==> config.mk <==
export PLATFORM = sky130hd
export DESIGN_NAME = borrow_chain_sub
export DESIGN_NICKNAME = d
export VERILOG_FILES = /design/src/rtl/borrow_chain_pkg.sv /design/src/rtl/borrow_chain_sub_borrow_gen.sv /design/src/rtl/borrow_chain_sub.sv
export SDC_FILE = /design/constraint.sdc
export NUM_CORES = 1
export LEC_CHECK = 0
export ABC_AREA = 1
export CAP_MARGIN = 20
export CORE_UTILIZATION = 55
export CTS_BUF_LIST = sky130_fd_sc_hd__clkbuf_16
export CTS_CLUSTER_DIAMETER = 30
export DETAILED_ROUTE_END_ITERATION = 6
export PLACE_DENSITY = 0.88
export SYNTH_ARGS = -nofsm -noshare
export SYNTH_HDL_FRONTEND = slang
export SYNTH_SLANG_ARGS = --single-unit
==> constraint.sdc <==
create_clock -name clk -period 3.2 [get_ports clk]
set_input_delay 0.64 -clock clk [delete_from_list [all_inputs] [get_ports clk]]
set_output_delay 0.64 -clock clk [all_outputs]
set_load 0.005 [all_outputs]
==> src/rtl/borrow_chain_pkg.sv <==
// Shared types and defaults for the chunked borrow-chain subtractor.
package borrow_chain_pkg;

    typedef enum logic [1:0] {
        IDLE = 2'd0,
        RUN  = 2'd1,
        DONE = 2'd2
    } sub_state_t;

    localparam int CHUNK_DEF  = 4;
    localparam int NCHUNK_DEF = 4;

    // Chunk counter width; a single-chunk build still needs a 1-bit counter.
    function automatic int cnt_w(input int nchunk);
        return (nchunk <= 1) ? 1 : $clog2(nchunk);
    endfunction

endpackage

==> src/rtl/borrow_chain_sub_borrow_gen.sv <==
// Combinational CHUNK-bit subtract slice with generate/propagate lookahead borrow.
module borrow_gen #(
    parameter int CHUNK = 4
) (
    input  logic [CHUNK-1:0] a_k,
    input  logic [CHUNK-1:0] b_k,
    input  logic             bin,
    output logic [CHUNK-1:0] d_k,
    output logic             bout
);

    logic [CHUNK-1:0] g;
    logic [CHUNK-1:0] p;
    logic [CHUNK:0]   brw;

    assign g = ~a_k & b_k;
    assign p = ~(a_k ^ b_k);

    // Each borrow is built as an OR of product terms over g/p/bin only, never from brw[i].
    always_comb begin : lookahead
        logic pp;
        logic br;
        brw    = '0;
        brw[0] = bin;
        for (int i = 0; i < CHUNK; i++) begin
            pp = 1'b1;
            br = 1'b0;
            for (int j = i; j >= 0; j--) begin
                br = br | (pp & g[j]);
                pp = pp & p[j];
            end
            brw[i+1] = br | (pp & bin);
        end
    end

    assign d_k  = a_k ^ b_k ^ brw[CHUNK-1:0];
    assign bout = brw[CHUNK];

endmodule

==> src/rtl/borrow_chain_sub.sv <==
// Multi-cycle subtractor: diff = a - b - bin, CHUNK bits per clock, LSB chunk first.
// Define BORROW_CHAIN_SUB_FLAGS_EN to add the registered zero/ovf result flags.
module borrow_chain_sub
    import borrow_chain_pkg::*;
#(
    parameter int CHUNK  = CHUNK_DEF,
    parameter int NCHUNK = NCHUNK_DEF,
    parameter int WIDTH  = CHUNK * NCHUNK  // derived, leave at default
) (
    input  logic             clk,
    input  logic             rst,
    input  logic             in_valid,
    output logic             in_ready,
    input  logic [WIDTH-1:0] a,
    input  logic [WIDTH-1:0] b,
    input  logic             bin,
    output logic             out_valid,
    input  logic             out_ready,
`ifdef BORROW_CHAIN_SUB_FLAGS_EN
    output logic             zero,
    output logic             ovf,
`endif
    output logic [WIDTH-1:0] diff,
    output logic             bout
);

    localparam int CW = cnt_w(NCHUNK);

    sub_state_t       state_q, state_d;
    logic [CW-1:0]    cnt_q, cnt_d;
    logic             borrow_q, borrow_d;
    logic [WIDTH-1:0] a_q, a_d;
    logic [WIDTH-1:0] b_q, b_d;
    logic [WIDTH-1:0] diff_q, diff_d;
    logic             bout_q, bout_d;
`ifdef BORROW_CHAIN_SUB_FLAGS_EN
    logic             zero_q, zero_d;
    logic             ovf_q, ovf_d;
`endif

    int               idx;
    logic [CHUNK-1:0] a_k, b_k, d_k;
    logic             bo_k;

    assign idx = int'(cnt_q) * CHUNK;
    assign a_k = a_q[idx +: CHUNK];
    assign b_k = b_q[idx +: CHUNK];

    borrow_gen #(.CHUNK(CHUNK)) u_borrow_gen (
        .a_k  (a_k),
        .b_k  (b_k),
        .bin  (borrow_q),
        .d_k  (d_k),
        .bout (bo_k)
    );

    always_comb begin
        state_d  = state_q;
        cnt_d    = cnt_q;
        borrow_d = borrow_q;
        a_d      = a_q;
        b_d      = b_q;
        diff_d   = diff_q;
        bout_d   = bout_q;
`ifdef BORROW_CHAIN_SUB_FLAGS_EN
        zero_d   = zero_q;
        ovf_d    = ovf_q;
`endif
        case (state_q)
            IDLE: begin
                if (in_valid) begin
                    a_d      = a;
                    b_d      = b;
                    borrow_d = bin;
                    cnt_d    = '0;
                    state_d  = RUN;
                end
            end
            RUN: begin
                diff_d[idx +: CHUNK] = d_k;
                borrow_d = bo_k;
                cnt_d    = cnt_q + CW'(1);
                if (cnt_q == CW'(NCHUNK - 1)) begin
                    bout_d  = bo_k;
                    cnt_d   = '0;
                    state_d = DONE;
`ifdef BORROW_CHAIN_SUB_FLAGS_EN
                    zero_d  = (diff_d == '0);
                    ovf_d   = (a_q[WIDTH-1] != b_q[WIDTH-1]) &&
                              (diff_d[WIDTH-1] != a_q[WIDTH-1]);
`endif
                end
            end
            DONE: begin
                if (out_ready) state_d = IDLE;
            end
            default: state_d = IDLE;
        endcase
    end

    always_ff @(posedge clk or posedge rst) begin
        if (rst) begin
            state_q  <= IDLE;
            cnt_q    <= '0;
            borrow_q <= 1'b0;
            a_q      <= '0;
            b_q      <= '0;
            diff_q   <= '0;
            bout_q   <= 1'b0;
`ifdef BORROW_CHAIN_SUB_FLAGS_EN
            zero_q   <= 1'b0;
            ovf_q    <= 1'b0;
`endif
        end else begin
            state_q  <= state_d;
            cnt_q    <= cnt_d;
            borrow_q <= borrow_d;
            a_q      <= a_d;
            b_q      <= b_d;
            diff_q   <= diff_d;
            bout_q   <= bout_d;
`ifdef BORROW_CHAIN_SUB_FLAGS_EN
            zero_q   <= zero_d;
            ovf_q    <= ovf_d;
`endif
        end
    end

    assign in_ready  = (state_q == IDLE);
    assign out_valid = (state_q == DONE);
    assign diff      = diff_q;
    assign bout      = bout_q;
`ifdef BORROW_CHAIN_SUB_FLAGS_EN
    assign zero      = zero_q;
    assign ovf       = ovf_q;
`endif

endmodule

Word-level counts from Yosys, hierarchy flattened. Cells that the tools add are included.

Add/sub/neg operators: 2. Eq/ne operators: 6. Shift operators: 4. Multiplexer cells: 10. Bitwise logic cells: 31. Reduce and logical (&&, ||, !) cells: 6.

Operators by type and width (number): $neg A4 Y33 (1); $shift A4 B33 Y16 const A (1); $shiftx A4 B33 Y16 (1); $shiftx A16 B5 Y4 (2); $and A1 B1 Y1 (16); $bwmux W16 (1); $mux W2 (5); $or A1 B1 Y1 (10); $not A4 Y4 (2); $xor A4 B4 Y4 (2); $pmux W2 S3 (1); $reduce_and A2 Y1 (3); $and A4 B4 Y4 (1); $eq A2 B2 Y1 const B (2); $ne A2 B2 Y1 const B (2); $pmux W2 S2 (1); $reduce_and A3 Y1 (1); $add A2 B1 Y2 const B (1); $eq A2 B1 Y1 const B (1); $logic_not A2 Y1 (1); $ne A2 B1 Y1 const B (1); $pmux W1 S2 (1); $reduce_bool A2 Y1 (1); $mux W1 (1).

Register bits after elaboration: 54. Output and inout bits: 19. Logic and storage cells: 66.

Depth between registers and ports, before layout. Gate-level depths: netlist of run 1.

Word-level depth: 10. Gate-level depth with buffers: 14. Gate-level depth less buffers: 13.

By module. From an unflattened synthesis of run 1, not the netlist that was laid out.

Cell total of the unflattened synthesis: 358. Area, all modules: 2890.3 sq um.

By module, submodules not included: borrow_chain_sub (instances 1, cells an instance 317, area each 2650.0 sq um); borrow_gen (instances 1, cells an instance 41, area each 240.2 sq um).

Worst setup path after synthesis of run 1. No wires, ideal clock.

Kind: reg-to-reg. Start: reg cnt_q[0]. End: reg diff_q[14], in the netlist diff[14]. Data arrival time: 1.936 ns. Data required time: 3.135 ns. Path slack: 1.199 ns. Stages on the path, launching flop included: 14. Buffers on the path: 2. Period minus slack after synthesis: 2.001 ns. Cells stage by stage: dfrtp_1 > buf_4 > inv_1 > buf_4 > o21ai_0 > o22ai_1 > ha_1 > a21oi_1 > nand3b_1 > nand2_1 > nand2_1 > nor2_1 > nand2_1 > nand2_1.

Longest elaborated chain between the ends: 10. Elaborated cells on any way between the ends: 26.

Ends and longest elaborated chain: start, declared (line borrow_chain_sub.sv:30) `logic [CW-1:0] cnt_q, cnt_d;`; start signal, assigned (line borrow_chain_sub.sv:116) `cnt_q <= cnt_d;`; $shiftx A16 B5 Y4 (on tied branches) (line borrow_chain_sub.sv:46, borrow_chain_sub.sv:47); $xor A4 B4 Y4 / $not A4 Y4 (equally long branches) (line borrow_chain_sub_borrow_gen.sv:17, borrow_chain_sub_borrow_gen.sv:36, borrow_chain_sub_borrow_gen.sv:16); $not A4 Y4 / $and A4 B4 Y4 (equally long branches) (line borrow_chain_sub_borrow_gen.sv:17, borrow_chain_sub_borrow_gen.sv:16); $and A1 B1 Y1 (on tied branches) (line borrow_chain_sub_borrow_gen.sv:29, borrow_chain_sub_borrow_gen.sv:30); $or A1 B1 Y1 (tied with other cells) (line borrow_chain_sub_borrow_gen.sv:29) `br = br | (pp & g[j]);`; $or A1 B1 Y1 / $and A1 B1 Y1 (equally long branches) (line borrow_chain_sub_borrow_gen.sv:29, borrow_chain_sub_borrow_gen.sv:32); $or A1 B1 Y1 (line borrow_chain_sub_borrow_gen.sv:32) `brw[i+1] = br | (pp & bin);`; $xor A4 B4 Y4 (line borrow_chain_sub_borrow_gen.sv:36) `assign d_k = a_k ^ b_k ^ brw[CHUNK-1:0];`; $shiftx A4 B33 Y16 (line borrow_chain_sub.sv:80) `diff_d[idx +: CHUNK] = d_k;`; $bwmux W16 * (line borrow_chain_sub.sv:80); end signal, assigned (line borrow_chain_sub.sv:120) `diff_q <= diff_d;`; end, declared (line borrow_chain_sub.sv:34) `logic [WIDTH-1:0] diff_q, diff_d;`.

Every way passes the cells marked *; elsewhere a longest branch is shown, timed or not. A chain may end at the register's enable or synchronous reset.

Worst setup path in the final report of run 1.
Start: reg cnt_q[1]. End: reg diff_q[14], in the netlist diff[14].

The elaborated chain is that of the path after synthesis.

==> results of run 1 <==
==> layer usage <==
layer,vias to the layer above,GRT usage,part of all wire
li1,1142,-,-
met2,81,0.458,0.51
met1,1091,0.329,0.42
met3,13,0.0422,0.052
met4,0,0.0844,0.016
met5,-,0,0
==> how the worst min path moves through the flow <==
stage / startpoint / endpoint / slack, ns
global route: a_q[4]$_DFFE_PP0P_ / a_q[4]$_DFFE_PP0P_ / 0.50
floorplan: a_q[10]$_DFFE_PP0P_ / a_q[10]$_DFFE_PP0P_ / 0.44
detailed placement: b_q[9]$_DFFE_PP0P_ / b_q[9]$_DFFE_PP0P_ / 0.46
finish: b_q[9]$_DFFE_PP0P_ / b_q[9]$_DFFE_PP0P_ / 0.48
CTS: b_q[9]$_DFFE_PP0P_ / b_q[9]$_DFFE_PP0P_ / 0.48
global placement: a_q[9]$_DFFE_PP0P_ / a_q[9]$_DFFE_PP0P_ / 0.46
==> placed cells by master, fill, tap and decap left out, drive strengths merged <==
master / netlist / layout
nor2: 26 / 26
o21ai: 33 / 33
nand3b: 1 / 1
xor2: 1 / 1
nand3: 5 / 5
o31ai: 1 / 1
clkinv: 1 / 2
clkdlybuf4s50: 0 / 55
clkbuf: 0 / 5
nor3: 2 / 2
a32o: 1 / 1
inv: 23 / 23
buf: 12 / 2
dfrtp: 54 / 54
o22ai: 4 / 4
fa: 1 / 1
nand4: 3 / 3
nand2: 148 / 148
ha: 10 / 10
a21oi: 5 / 5
==> critical path, delay by kind of cell, from the launching register on <==
family                     cells  cell delay (ns)
and+or+nand+nor                7             0.66
DFF                            1             0.53
AOI/OAI and AO/OA              2             0.45
buffers and inverters          1             0.38
adders and majority gates      1             0.32
==> report_power, final <==
group / internal, mW / leakage (nW) / switching [mW]
Clock: 0.278 / 0.0632 / 0.215
Combinational: 0.708 / 0.932 / 1.18
Sequential: 0.981 / 0.691 / 0.183
==> per-stage QoR <==
stage	hold WS [ns]	cells	instance area [µm²]
finish	0.479	434	3340
global route	0.499	434	3340
CTS	0.479	434	3340
detailed placement	0.463	428	3220
global placement	0.460	428	3220
floorplan	0.444	331	2650
==> area by class of cell <==
| class | instances | area [µm²] |
|---|---|---|
| sequential | 54 | 1350 |
| tap | 52 | 65.1 |
| fill | 353 | 1130 |
| multi-input combinational | 241 | 1130 |
| clock inverter | 1 | 3.75 |
| inverter | 24 | 91.3 |
| clock buffer | 5 | 125 |
| timing repair buffer | 57 | 578 |
==> state kept, by name (all words and copies together) (netlist names) <==
register and cells:
a_q 16, b_q 16, diff 16, cnt_q 2, state_q 2, borrow_q 1, bout 1
==> cells in the mapped netlist, drive strengths merged <==
| library cell | n | share of area |
|---|---|---|
| a21oi | 5 | 0.0095 |
| a32o | 1 | 0.0038 |
| buf | 12 | 0.027 |
| clkinv | 1 | 0.0019 |
| dfrtp | 54 | 0.51 |
| fa | 1 | 0.0076 |
| ha | 10 | 0.047 |
| inv | 23 | 0.033 |
| nand2 | 148 | 0.21 |
| nand3 | 5 | 0.0095 |
| nand3b | 1 | 0.0028 |
| nand4 | 3 | 0.0071 |
| nor2 | 26 | 0.040 |
| nor3 | 2 | 0.0080 |
| o21ai | 33 | 0.062 |
| o22ai | 4 | 0.0095 |
| o31ai | 1 | 0.0028 |
| xor2 | 1 | 0.0033 |
==> logic make-up after synthesis <==
kind of cell,Yosys count
AND/OR/NAND/NOR,185
flip-flops,54
buffers and inverters,36
XOR/XNOR,1
adder cells (fa/ha/maj),11
AO/OA/AOI/OAI,44
==> results.py, run 1 <==
metrics = {
    "outcome": {
        "outcome": "finished, violations left",
        "violations": "DRC",
    },
    "sta": {
        "hold_viol": 0,
        "setup_viol": 0,
        "slew_violations": 0,
        "worst_slack_ns": 0.773,
        "tightest_slew_ns": 0.583,
        "setup_tns_ns": 0,
        "rsz0062_at_grt": "false",
        "max_freq_mhz": 412,
        "fin_crit_sh": 0.758,
        "relSlewSlack": 0.610,
        "finClkSkew_ns": 0.00734,
        "finalCriticalPeriod_ns": 2.43,
    },
    "worst_setup_path": {
        "end_kind": "flip-flop",
        "crit_end": "diff[14]$_DFFE_PP0P_",
        "path_cells": "inv_1 > o21ai_0 > o22ai_1 > ha_1 > nand3_1 > nand3b_1 > nand2_1 > nand2_1 > nor2_1 > nand2_1 > nand2_1",
        "arrival_ns": 2.65,
        "crit_slowest_cell": "dfrtp_1",
        "reg2regPathDepth": 11,
        "r2r-end": "diff[14]$_DFFE_PP0P_",
        "r2r-start": "cnt_q[1]$_DFFE_PP0P_",
        "worstSetupPathType": "flip-flop to flip-flop",
        "startpoint": "cnt_q[1]$_DFFE_PP0P_",
        "cp.required_ns": 3.42,
        "slowest_delay_ns": 0.53,
        "start_kind": "flip-flop",
        "reg2reg_slack_ns": 0.77,
        "crit_path_max_fanout": 13,
        "cp_common_cell": "nand2_1",
    },
    "synth": {
        "syn_area_mm2": 0.00265,
        "synth_compound_area_frac": 0.0880,
        "synthMuxAreaShare": 0,
        "synth.distinct_cells": 24,
        "seq_area_frac_synth": 0.511,
        "syn_nets": 379,
        "synthCells": 331,
        "yosys.area_share.simple": 0.281,
        "synthAdderAreaFrac": 0.0549,
        "ys_warn_count": 0,
        "ys_seq_elements": 54,
        "synth_xor_area_frac": 0.00331,
        "syn_area_per_cell_um2": 7.99,
        "synth_top_family_by_area": "simple AND/OR/NAND/NOR gates",
    },
    "routing": {
        "post-route-drc-count": 4,
        "wl_um": 5940,
        "drt_iter0_markers": 234,
        "vias": 2327,
        "ant_nets": 0,
        "dr.pass1.iters": 7,
        "post_drt_wl_per_cell_um": 13.7,
        "routed_via_density": 5.36,
    },
    "clock_tree": {
        "cts_root_buf": "clkbuf_16",
        "post_cts_resized": 0,
        "hold_buffers": 0,
        "clkLatencyLatePin_ns": 0.29,
        "cts_inserted_buffers": 5,
        "cts.sinks": 54,
        "cts.htree.levels": 2,
        "cts.reportedPaths.clkPinSlew_ns": 0.06,
        "cts_tree": "yes",
        "clockBufferDepth": 2,
        "postCtsSetupRepairBufs": 0,
    },
    "cells_and_area": {
        "antenna_cells": 0,
        "drive_gt1_frac": 0.0497,
        "synthToLayoutAreaGrowth_pct": 26.4,
        "fin_util": 0.747,
        "nets": 431,
    },
    "placement": {
        "gp_congestion": 0.811,
        "place_ws_ns": 0.798,
        "io_buffer_count": 55,
        "hpwlAfterDp_um": 4080,
    },
    "grt": {
        "grt_pass1_wl_um": 10100,
        "antenna_found_initial": 0,
        "gr-usage-all-layers": 0.260,
        "grt_max_degree": 55,
        "grt_overflow": 0,
        "grt_pass1_vias": 2230,
    },
    "power": {
        "power.density_mw_per_mm2": 1060,
        "ir_worst_vdd_mv": 0.641,
        "total_power_mw": 3.54,
        "p_leak_nw": 1.69,
    },
    "die": {
        "die_w_um": 71.4,
        "ios": 56,
        "die_h_um": 71.4,
        "initial_utilization": 0.591,
        "num_rows": 24,
        "core_area_mm2": 0.00447,
        "die_area_mm2": 0.00509,
    },
    "min_path": {
        "holdPathStages": 2,
        "hold_class": "flip-flop to flip-flop",
    },
    "flow_run": {
        "maxCapViolCount": 0,
    },
}
(Power assumes the default switching activity.)
==> run 2: changes to the inputs <==
Settings changed: CORE_UTILIZATION 55 to 46, PLACE_DENSITY 0.88 to 0.79.
Clock period 3.2 ns to 2.2 ns, I/O delays scaled along.
==> run 2 against run 1 <==
The flow now finishes without violations. Design area up 6.0%. Fmax up 12%. Critical endpoint is now diff[15]$_DFFE_PP0P_. Critical path depth rose by 2. Worst setup slack worse by 0.74 ns. Power is 64% higher.
==> results.py, run 2 (same netlist as run 1, synthesis figures left out) <==
metrics = {
    "die": {
        "num_rows": 27,
        "ios": 56,
        "die_area_mm2": 0.00606,
        "die_h_um": 77.8,
        "initial_utilization": 0.477,
        "core_area_mm2": 0.00554,
        "die_w_um": 77.8,
    },
    "power": {
        "switching_share": 0.430,
        "ir_worst_vdd_mv": 0.772,
        "p_leak_nw": 1.75,
        "intPower_mw": 3.30,
        "clockPowerShare": 0.173,
        "p_comb_frac": 0.534,
        "total_power_mw": 5.80,
        "power_frac_seq": 0.294,
        "p_sw_mw": 2.49,
        "power.density_mw_per_mm2": 1640,
    },
    "cells_and_area": {
        "drive_gt1_frac": 0.105,
        "fillers": 469,
        "final_common_cell": "nand2_1",
        "instances_no_fill": 464,
        "final_cell_mix": "nand2_1, clkdlybuf4s50_1, dfrtp_1",
        "fin_util": 0.640,
        "antenna_cells": 0,
        "nets": 439,
        "synthToLayoutAreaGrowth_pct": 34.0,
    },
    "worst_setup_path": {
        "start_kind": "flip-flop",
        "crit_path_max_fanout": 20,
        "worstSetupPathType": "flip-flop to flip-flop",
        "reg2regPathDepth": 13,
        "end_kind": "flip-flop",
        "reg2reg_slack_ns": 0.04,
        "r2r-end": "diff[15]$_DFFE_PP0P_",
        "cp.required_ns": 2.38,
        "crit_slowest_cell": "dfrtp_2",
        "arrival_ns": 2.34,
        "slowest_delay_ns": 0.43,
        "path_buf_inv": 1,
        "cp_top_family": "simple AND/OR/NAND/NOR gates",
        "path_cells": "buf_8 > o21ai_1 > nor2_1 > a21oi_1 > ha_1 > nand2_1 > nand2_1 > nor2_1 > nand2_1 > nand2_1 > nand2_2 > nand4_1 > nand2_1",
        "cp_common_cell": "nand2_1",
        "r2r-start": "cnt_q[0]$_DFFE_PP0P_",
    },
    "clock_tree": {
        "cts.reportedPaths.clkPinSlew_ns": 0.06,
        "clkLatencyLatePin_ns": 0.29,
        "hold_buffers": 0,
        "cts.htree.levels": 2,
        "cts_inserted_buffers": 5,
        "cts_tree": "yes",
        "cts_root_buf": "clkbuf_16",
        "cts.sinks": 54,
        "clockBufferDepth": 2,
    },
    "routing": {
        "drt_iter0_markers": 249,
        "vias": 2293,
        "ant_nets": 0,
        "routed_via_density": 4.94,
        "dr.pass1.iters": 4,
        "post_drt_wl_per_cell_um": 13.1,
        "post-route-drc-count": 0,
        "wl_um": 6060,
    },
    "min_path": {
        "holdPathStages": 2,
        "min_from": "b_q[9]$_DFFE_PP0P_",
        "min_to": "b_q[9]$_DFFE_PP0P_",
        "hold_class": "flip-flop to flip-flop",
    },
    "grt": {
        "grt_overflow": 0,
        "grt_pass1_vias": 2216,
        "grt_max_degree": 55,
        "grt_pass1_wl_um": 10000,
        "antenna_found_initial": 0,
        "gr-usage-all-layers": 0.209,
    },
    "sta": {
        "slew_violations": 0,
        "fin_crit_sh": 0.984,
        "finalCriticalPeriod_ns": 2.16,
        "tightest_slew_ns": 0.515,
        "max_freq_mhz": 462,
        "worst_slack_ns": 0.0361,
        "finClkSkew_ns": 0.00624,
        "relSlewSlack": 0.656,
        "setup_viol": 0,
        "hold_viol": 0,
    },
    "placement": {
        "hpwlAfterDp_um": 4080,
        "gp_congestion": 0.883,
        "dp_cells": 453,
        "place_ws_ns": 0.0846,
        "io_buffer_count": 55,
    },
    "flow_run": {
        "maxCapViolCount": 0,
    },
    "outcome": {
        "outcome": "finished clean",
    },
}
-- run 2: tightest hold or removal path: cells and delay by family (launching register included) --
kind,cells,cell delay [ns]
DFF,1,0.34
and+or+nand+nor,2,0.11
-- run 2: power groups by stage --
stage               clock, mW  combinational (mW)  sequential, mW
floorplan                   0                1.91            1.65
global placement            0                2.62            1.68
detailed placement          0                2.71            1.69
CTS                      1.01                2.73            1.68
global route             1.05                3.48            1.75
finish                   1.00                3.09            1.70
-- run 2: metal layers --
layer | up-vias | global-route usage | routed length, µm
met5 | - | 0 | 0
met4 | 0 | 0.0679 | 75
met3 | 10 | 0.0459 | 314
met2 | 82 | 0.332 | 2940
met1 | 1046 | 0.284 | 2730
li1 | 1155 | - | -
-- run 2: layout make-up --
| type | count | area (µm²) | area share |
|---|---|---|---|
| flip-flops and latches | 54 | 1350 | 0.382 |
| inverters | 24 | 98.8 | 0.0279 |
| repair inverters | 1 | 7.51 | 0.00212 |
| clock inverters | 3 | 68.8 | 0.0194 |
| clock buffers | 5 | 125 | 0.0353 |
| multi-input cells | 241 | 1160 | 0.328 |
| repair buffers | 64 | 638 | 0.180 |
| well taps | 72 | 90.1 | 0.0254 |
-- run 2: how the worst max path moves through the flow --
stage	slack [ns]	endpoint	startpoint	cells past startpoint
2_1_floorplan	0.20	diff[14]$_DFFE_PP0P_	cnt_q[0]$_DFFE_PP0P_	13
3_5_place_dp	0.08	diff[14]$_DFFE_PP0P_	cnt_q[0]$_DFFE_PP0P_	12
6_report	0.04	diff[15]$_DFFE_PP0P_	cnt_q[0]$_DFFE_PP0P_	13
5_1_grt	-0.14	diff[7]$_DFFE_PP0P_	cnt_q[0]$_DFFE_PP0P_	13
4_1_cts	0.03	diff[12]$_DFFE_PP0P_	cnt_q[0]$_DFFE_PP0P_	8
3_3_place_gp	0.15	diff[15]$_DFFE_PP0P_	cnt_q[0]$_DFFE_PP0P_	12
-- run 2: per-stage QoR --
stage               setup TNS, ns  cell area (µm²)  hold WS, ns
floorplan                       0             2650        0.444
global placement                0             3280        0.461
detailed placement              0             3280        0.466
CTS                             0             3470        0.484
global route               -0.854             3540        0.506
finish                          0             3540        0.484
-- run 2: timing repair --
action,CTS,global route
setup buffers,0,2
endpoints found under the setup margin,0,14
resized for setup,0,19
